--- src/rtl/fir_csr_pkg.sv ---
// Shared definitions for the FIR coefficient CSR bank: register bit positions,
// commit FSM states and register-map offsets as functions of the tap count.
package fir_csr_pkg;

  localparam int CTRL_COMMIT_BIT  = 0;
  localparam int CTRL_IRQ_EN_BIT  = 1;
  localparam int STAT_VALID_BIT   = 0;
  localparam int STAT_OVERRUN_BIT = 1;
  localparam int STAT_PENDING_BIT = 2;

  typedef enum logic {
    IDLE    = 1'b0,
    PENDING = 1'b1
  } commit_state_e;

  function automatic int ctrl_ofs(input int num_taps);
    return num_taps;
  endfunction

  function automatic int status_ofs(input int num_taps);
    return num_taps + 1;
  endfunction

  function automatic int dout_ofs(input int num_taps);
    return num_taps + 2;
  endfunction

  function automatic int active_base(input int num_taps);
    return num_taps + 4;
  endfunction

endpackage

--- src/rtl/fir_sample_capture.sv ---
// Captures filter output samples on sample_strobe and keeps sticky VALID /
// OVERRUN status; a DOUT read clears VALID, OVERRUN is write-one-to-clear.
module fir_sample_capture #(
  parameter int DOUT_W = 18
) (
  input  logic              clk,
  input  logic              rst_n,
  input  logic              sample_strobe,
  input  logic [DOUT_W-1:0] dout,
  input  logic              rd_clr,
  input  logic              ovr_clr,
  output logic [DOUT_W-1:0] sample,
  output logic              valid,
  output logic              overrun
);

  logic [DOUT_W-1:0] sample_d, sample_q;
  logic              valid_d, valid_q;
  logic              overrun_d, overrun_q;
  logic              ovr_set;

  always_comb begin
    sample_d  = sample_q;
    valid_d   = valid_q;
    // A sample landing on an unread one overruns, unless that same cycle's
    // read consumes the old sample.
    ovr_set   = sample_strobe & valid_q & ~rd_clr;
    if (sample_strobe) begin
      sample_d = dout;
      valid_d  = 1'b1;
    end else if (rd_clr) begin
      valid_d  = 1'b0;
    end
    overrun_d = ovr_set | (overrun_q & ~ovr_clr);
  end

  always_ff @(posedge clk or negedge rst_n) begin
    if (!rst_n) begin
      sample_q  <= '0;
      valid_q   <= 1'b0;
      overrun_q <= 1'b0;
    end else begin
      sample_q  <= sample_d;
      valid_q   <= valid_d;
      overrun_q <= overrun_d;
    end
  end

  assign sample  = sample_q;
  assign valid   = valid_q;
  assign overrun = overrun_q;

endmodule

--- src/rtl/fir_coef_csr_bank.sv ---
// Avalon-MM CSR slave for the FIR: shadow/active coefficient banks with an
// atomic sample-boundary commit, output sample capture and a level interrupt.
module fir_coef_csr_bank
  import fir_csr_pkg::*;
#(
  parameter int NUM_TAPS    = 8,
  parameter int COEF_W      = 8,
  parameter int DOUT_W      = 18,
  parameter int DOUT_SIGNED = 1,
  parameter int ADDR_W      = 5
) (
  input  logic              clk,
  input  logic              rst_n,
  input  logic              chipselect,
  input  logic              write,
  input  logic              read,
  input  logic [ADDR_W-1:0] address,
  input  logic [31:0]       writedata,
  output logic [31:0]       readdata,
  input  logic [DOUT_W-1:0] dout,
  input  logic              sample_strobe,
  output logic [COEF_W-1:0] coef [NUM_TAPS],
  output logic              coef_update,
  output logic              irq
);

  localparam logic [31:0] CTRL_A   = 32'(ctrl_ofs(NUM_TAPS));
  localparam logic [31:0] STATUS_A = 32'(status_ofs(NUM_TAPS));
  localparam logic [31:0] DOUT_A   = 32'(dout_ofs(NUM_TAPS));
  localparam logic [31:0] ACTIVE_A = 32'(active_base(NUM_TAPS));

  logic [COEF_W-1:0] shadow_d [NUM_TAPS];
  logic [COEF_W-1:0] shadow_q [NUM_TAPS];
  logic [COEF_W-1:0] active_d [NUM_TAPS];
  logic [COEF_W-1:0] active_q [NUM_TAPS];
  commit_state_e     state_d, state_q;
  logic              coef_update_d, coef_update_q;
  logic              irq_en_d, irq_en_q;
  logic [31:0]       readdata_d, readdata_q;
  logic [31:0]       addr_w, rd_val, dout_ext;
  logic              wr_en, rd_en, commit_wr, rd_dout, ovr_w1c;
  logic [DOUT_W-1:0] sample;
  logic              valid, overrun, pending;
  logic              unused_wdata;

  assign addr_w       = 32'(address);
  assign wr_en        = chipselect & write;
  assign rd_en        = chipselect & read;
  assign commit_wr    = wr_en & (addr_w == CTRL_A) & writedata[CTRL_COMMIT_BIT];
  assign rd_dout      = rd_en & (addr_w == DOUT_A);
  assign ovr_w1c      = wr_en & (addr_w == STATUS_A) & writedata[STAT_OVERRUN_BIT];
  assign pending      = (state_q == PENDING);
  assign unused_wdata = ^writedata;

  fir_sample_capture #(.DOUT_W(DOUT_W)) u_capture (
    .clk           (clk),
    .rst_n         (rst_n),
    .sample_strobe (sample_strobe),
    .dout          (dout),
    .rd_clr        (rd_dout),
    .ovr_clr       (ovr_w1c),
    .sample        (sample),
    .valid         (valid),
    .overrun       (overrun)
  );

  // The copy reads the pre-edge shadow, so a shadow write in the copy cycle
  // only lands in the shadow bank.
  always_comb begin
    state_d       = state_q;
    coef_update_d = 1'b0;
    active_d      = active_q;
    case (state_q)
      IDLE:    if (commit_wr) state_d = PENDING;
      PENDING: if (sample_strobe) begin
        state_d       = IDLE;
        active_d      = shadow_q;
        coef_update_d = 1'b1;
      end
      default: state_d = IDLE;
    endcase
  end

  always_comb begin
    shadow_d = shadow_q;
    for (int i = 0; i < NUM_TAPS; i++)
      if (wr_en && addr_w == 32'(i)) shadow_d[i] = writedata[COEF_W-1:0];
    irq_en_d = irq_en_q;
    if (wr_en && addr_w == CTRL_A) irq_en_d = writedata[CTRL_IRQ_EN_BIT];
  end

  always_comb begin
    dout_ext = 32'(sample);
    if (DOUT_SIGNED != 0) dout_ext = 32'($signed(sample));
  end

  always_comb begin
    rd_val = '0;
    for (int i = 0; i < NUM_TAPS; i++) begin
      if (addr_w == 32'(i))            rd_val = 32'(shadow_q[i]);
      if (addr_w == ACTIVE_A + 32'(i)) rd_val = 32'(active_q[i]);
    end
    if (addr_w == CTRL_A) begin
      rd_val[CTRL_COMMIT_BIT] = pending;
      rd_val[CTRL_IRQ_EN_BIT] = irq_en_q;
    end
    if (addr_w == STATUS_A) begin
      rd_val[STAT_VALID_BIT]   = valid;
      rd_val[STAT_OVERRUN_BIT] = overrun;
      rd_val[STAT_PENDING_BIT] = pending;
    end
    if (addr_w == DOUT_A) rd_val = dout_ext;
    readdata_d = rd_en ? rd_val : readdata_q;
  end

  always_ff @(posedge clk or negedge rst_n) begin
    if (!rst_n) begin
      for (int i = 0; i < NUM_TAPS; i++) begin
        shadow_q[i] <= '0;
        active_q[i] <= '0;
      end
      state_q       <= IDLE;
      coef_update_q <= 1'b0;
      irq_en_q      <= 1'b0;
      readdata_q    <= '0;
    end else begin
      shadow_q      <= shadow_d;
      active_q      <= active_d;
      state_q       <= state_d;
      coef_update_q <= coef_update_d;
      irq_en_q      <= irq_en_d;
      readdata_q    <= readdata_d;
    end
  end

  assign coef        = active_q;
  assign coef_update = coef_update_q;
  assign readdata    = readdata_q;
  assign irq         = irq_en_q & (valid | overrun);

endmodule
--- config.mk ---
export PLATFORM = sky130hd
export DESIGN_NAME = fir_coef_csr_bank
export DESIGN_NICKNAME = d
export VERILOG_FILES = /design/src/rtl/fir_csr_pkg.sv /design/src/rtl/fir_sample_capture.sv /design/src/rtl/fir_coef_csr_bank.sv
export SDC_FILE = /design/constraint.sdc
export NUM_CORES = 1
export LEC_CHECK = 0
export CAP_MARGIN = 20
export CORE_AREA = 2 2 150 181
export CTS_CLUSTER_DIAMETER = 200
export DETAILED_ROUTE_END_ITERATION = 16
export DIE_AREA = 0 0 152 183
export SYNTH_ARGS = -nofsm -noshare
export SYNTH_HDL_FRONTEND = slang
export SYNTH_SLANG_ARGS = --single-unit
--- constraint.sdc ---
create_clock -name clk -period 2.1 [get_ports clk]
set_input_delay 0.21 -clock clk [delete_from_list [all_inputs] [get_ports clk]]
set_output_delay 0.21 -clock clk [all_outputs]
set_load 0.01 [all_outputs]
# Word-level counts from Yosys, hierarchy flattened
# Cells that the tools add are included.
dict set report word_totals {
  word_cells 95
  regBits 183
}
dict set report classes {
  n_reduce_logical 12
  muxes 26
  bitwise 16
  eq_ne 18
}
# op n
set ops {}
lappend ops {{$mux W32} 16}
lappend ops {{$eq A5 B4 Y1 const B} 7}
lappend ops {{$logic_not A32 Y1} 1}
lappend ops {{$eq A5 B3 Y1 const B} 4}
lappend ops {{$eq A5 B5 Y1 const B} 4}
lappend ops {{$and A1 B1 Y1} 11}
lappend ops {{$eq A5 B2 Y1 const B} 2}
lappend ops {{$logic_and A1 B1 Y1} 9}
lappend ops {{$mux W8} 1}
lappend ops {{$mux W1} 6}
lappend ops {{$eq A5 B1 Y1 const B} 1}
lappend ops {{$mux W3} 1}
lappend ops {{$not A1 Y1} 3}
lappend ops {{$mux W2} 1}
lappend ops {{$or A1 B1 Y1} 2}
lappend ops {{$pmux W1 S2} 1}
lappend ops {{$reduce_and A2 Y1} 1}
lappend ops {{$reduce_bool A2 Y1} 1}

# Longest topological paths before layout
dict set report logic_depth {
  word_depth 20
  depth_mapped 10
}

# Modules after synthesis
# A second synthesis with hierarchy kept.
dict set report unflattened {
  cells_unflattened 725
  area_unflattened_um2 8443.1
}
# module area_per_inst_um2 cells_per_inst seq_area_each_um2 instances
set modules_own_cells {}
lappend modules_own_cells {fir_coef_csr_bank 7624.8 681 3728.6 1}
lappend modules_own_cells {fir_sample_capture 818.3 44 500.5 1}

# Worst setup path before layout
# No wires, ideal clock.
dict set report synth_timing {
  path_type {input to register}
  start {input port address[1]}
  end {register readdata_q[4], in the netlist readdata[4]}
  cell_stages 7
  required_ps 1957
  setup_slack_ps 392
  t_arrival_ps 1566
  path_cell_list {buf_6 nor3b_2 buf_6 and2_4 a221o_1 a2111oi_0 o22ai_1}
}
dict set report synth_between {
  elab_chain_cells 18
  word_cells_on_any_way 34
  cone_classes {eq/ne (16); mux (17); reduce/logical (1)}
}
# element line
set synth_rtl {}
lappend synth_rtl {{start, declared} fir_coef_csr_bank.sv:17} ;# input logic [ADDR_W-1:0] address,
lappend synth_rtl {{$logic_not A32 Y1} fir_coef_csr_bank.sv:100} ;# if (addr_w == 32'(i)) rd_val = 32'(shadow_q[i]);
lappend synth_rtl {{$mux W8} fir_coef_csr_bank.sv:100}
lappend synth_rtl {{$mux W32} fir_coef_csr_bank.sv:101} ;# if (addr_w == ACTIVE_A + 32'(i)) rd_val = 32'(active_q[i]);
lappend synth_rtl {{$mux W32} fir_coef_csr_bank.sv:100}
lappend synth_rtl {{$mux W32} fir_coef_csr_bank.sv:101}
lappend synth_rtl {{$mux W32} fir_coef_csr_bank.sv:100}
lappend synth_rtl {{$mux W32} fir_coef_csr_bank.sv:101}
lappend synth_rtl {{$mux W32} fir_coef_csr_bank.sv:100}
lappend synth_rtl {{[... 2 more ...]} n/a}
lappend synth_rtl {{$mux W32} fir_coef_csr_bank.sv:101}
lappend synth_rtl {{$mux W32} fir_coef_csr_bank.sv:100}
lappend synth_rtl {{$mux W32} fir_coef_csr_bank.sv:101}
lappend synth_rtl {{$mux W32} fir_coef_csr_bank.sv:100}
lappend synth_rtl {{$mux W32} fir_coef_csr_bank.sv:101}
lappend synth_rtl {{$mux W32} fir_coef_csr_bank.sv:100}
lappend synth_rtl {{$mux W32} fir_coef_csr_bank.sv:101}
lappend synth_rtl {{$mux W32 (*)} fir_coef_csr_bank.sv:112} ;# if (addr_w == DOUT_A) rd_val = dout_ext;
lappend synth_rtl {{end signal, assigned} fir_coef_csr_bank.sv:132} ;# readdata_q <= readdata_d;
lappend synth_rtl {{end, declared} fir_coef_csr_bank.sv:39} ;# logic [31:0] readdata_d, readdata_q;
# Mark *: on every way between the ends. The rest lies on a longest branch, timed or not.
# A chain may end at the register's enable or synchronous reset.

# Final worst setup path
dict set report layout_timing {
  start {input port address[0]}
  end {register readdata_q[3], in the netlist readdata[3]}
}
# The elaborated chain is that of the path after synthesis.

==> impl_results.md <==
* Outcome: complete, no violations
* Synth-to-Final Area Change at 36.5%
* CP max FO at 13
* Clk root buf: clkbuf_16
* Cells after DPL at 1236
* # Max-Cap Violations at 0
* Fin nets at 982
* Crit end category: flop
* FP Rows at 65
* WL met3 at 1250 um
* First-pass GRT wire length at 39200 um
* Number of global-route vias before repair at 6743
* Mapped cell area at 8260 sq um
* Final non-filler cell total at 1269
* Share of post-route cells with drive strength above 1 at 33.9%
* Fillers at 2464
* Clock sink count at 169
* Reg2reg start: shadow_q[59]$_DFFE_PN0P_
* Hold crit path type: input pin to async pin
* Die height at 183 um
* DR top layer: met4
* Die area at 27800 sq um
* Routed WL at 24900 um
* Yosys cell types at 65
* Storage cell area at 4230 sq um
* Post-synth EDFFs at 0
* GRT Total Usage at 18.1%
* Avg WL per Cell at 19.6 um
* GP Congestion at 0.903
* Tmin final at 1.96 ns
* Leak at 5.00 nW
* Detailed-placement wirelength estimate at 19000 um
* Worst VDD drop at 0.000531 V
* Slew @ Worst Pin at 0.637 ns
* Setup crit end: readdata[3]$_DFFE_PN0P_
* DR vias at 6510
* Buffers on Ports at 134
* GR Overflow Total at 0
* Register area share after synthesis at 51.2%
* Post-CTS setup buffers at 0
* Final Setup Violations at 0
* Remaining DRCs at 0
* Pwr Total at 7.94 mW
* Period utilisation layout at 93.6%
* I/O pins at 159
* Slew Viols, Final at 0
* Reg2Reg Depth at 5
* PD cells at 705 nW/um^2
* CTS tree: built
* Critical path type: input pin to flop
* Commonest non-fill, non-tap cells in the layout: dfrtp_1, mux2_2, clkdlybuf4s50_1
* Synth Net Count at 772
* Detail Route Antenna Nets at 0
* Largest net degree at the start of global routing at 66
* Ys flop type: dfrtp_1
* Fmax at 0.509 GHz
* Initial antenna violation count at 0
* Clk_lat worst skew at 0.44 ns
* Clk buf depth at 2
* Req. time, crit path at 2.42 ns
* DRT Pass-1 Iters at 4
* Initial Utilization at 31.6%
* Ys async rst share at 100%
* Via density at 5.13
* Crit path DAT at 2.29 ns
* Starting DRT DRC Count at 403
* Ant. Diodes at 0
* Met2 routed WL at 11900 um
* Synth Register Bits at 169
* Mapped Avg Cell Area at 11.6 sq um
* Met1 WL at 11300 um
* Reg2Reg Setup Slack at 0.42 ns
* Cell count after synthesis at 711
* WHS at 0.262 ns
* Post-DP Area at 10700 sq um
* Finished Cell Area at 11300 sq um
* R2r endpoint: readdata[3]$_DFFE_PN0P_
* Setup crit start: address[0]
* Unrepaired setup endpoints after global routing: no
* Synth warn at 0
* Number of buffers created by CTS at 17
* Clock-pin slew on the worst setup and hold paths at 0.07 ns
* Core area at 26100 sq um
* Multi-input gate area at 3680 sq um
* Final Skew at 0.00821 ns
* Slew HR at 57.0%
* Htree depth at 4
* Final Hold Fails at 0
* Commonest non-fill, non-tap cell in the layout: dfrtp_1
* Startpoint Class: input pin
* Die extent in x at 152 um
-- where the power goes --
part	leakage (nW)	internal (mW)	switching [mW]
combinational	2.48	0.591	0.492
sequential	2.25	3.52	0.238
clock	0.282	1.62	1.49
total	5.00	5.72	2.22
-- worst min-delay path by stage --
stage	startpoint	to	slack, ns
after global routing	rst_n	u_capture.sample[5]$_DFFE_PN0P_	0.28
after detailed placement	rst_n	u_capture.sample[4]$_DFFE_PN0P_	0.16
final	rst_n	u_capture.sample[5]$_DFFE_PN0P_	0.26
after CTS	rst_n	u_capture.sample[7]$_DFFE_PN0P_	0.26
after global placement	rst_n	u_capture.sample[4]$_DFFE_PN0P_	0.17
after floorplan	rst_n	coef[0]$_DFFE_PN0P_	-0.09
-- through the flow --
stage / setup TNS (ns) / setup slack, ns / utilization [%]
global route: 0 / 0.0148 / 43.2
floorplan: 0 / 0.392 / -
detailed placement: -7.60 / -0.379 / 40.8
global placement: -5.29 / -0.374 / 40.8
finish: 0 / 0.135 / 43.2
CTS: 0 / 0.0846 / 43.1
-- state kept, by name (all words and copies together), names as in the netlist --
register and count:
irq_en_q 1, shadow_q 64, u_capture.sample 18, coef_update 1, u_capture.valid 1, u_capture.overrun 1
readdata 18, coef 64, pending 1
-- synth_stat cells, drive strengths merged (3+ instances only) --
cell type | count | area (sq um)
o21ai | 54 | 270
o2bb2ai | 9 | 78.8
a21oi | 29 | 149
buf | 39 | 272
mux2 | 147 | 1660
clkbuf | 18 | 67.6
nor2 | 40 | 165
a2111oi | 4 | 35.0
o311ai | 3 | 26.3
nor2b | 6 | 45.0
and2 | 7 | 46.3
nand2 | 55 | 206
nand2b | 8 | 50.1
a2bb2oi | 4 | 41.3
a221oi | 16 | 146
mux2i | 7 | 70.1
or2 | 4 | 25.0
a221o | 4 | 40.0
a211oi | 4 | 30.0
nor3 | 11 | 60.1
dfrtp | 169 | 4230
o22ai | 13 | 81.3
inv | 4 | 15.0
o221a | 5 | 56.3
nand3 | 12 | 60.1
-- layout make-up --
| type | count | area share, % |
|---|---|---|
| Clock buffer | 18 | 3.90 |
| Clock inverter | 14 | 1.33 |
| Inverter | 4 | 0.133 |
| Multi-Input combinational cell | 481 | 32.7 |
| Sequential cell | 169 | 37.5 |
| Tap cell | 335 | 3.72 |
| Timing Repair Buffer | 248 | 20.7 |
-- worst max-delay path, stage by stage --
cell,delay (ns)
clkdlybuf4s50_1,0.39
buf_4,0.19
buf_4,0.18
buf_4,0.15
o211ai_1,0.20
a22oi_1,0.12
o311ai_1,0.48
a221oi_2,0.13
o21ba_1,0.21
-- cell families (layout without fill, tap and decap cells) --
group	after synthesis	after routing	synth area share [%]
AND/OR/NAND/NOR	159	159	9.67
buffers and inverters	61	284	4.29
multiplexers	154	154	20.9
AO/OA/AOI/OAI	168	168	13.9
flip-flops	169	169	51.2
-- timing repair --
action                                  in CTS  in global routing
resized for setup                            0                  5
endpoints found under the setup margin       0                  6
hold buffers                                 1                  0
hold endpoints to repair                    36                  0
-- layer usage --
| layer | vias to the layer above | GRT usage (%) |
|---|---|---|
| met2 | 215 | 30.0 |
| met1 | 3228 | 24.3 |
| li1 | 3041 | - |
| met5 | - | 0 |
| met3 | 26 | 3.66 |
| met4 | 0 | 4.93 |
Note: power is estimated with default switching activity, not from simulation.
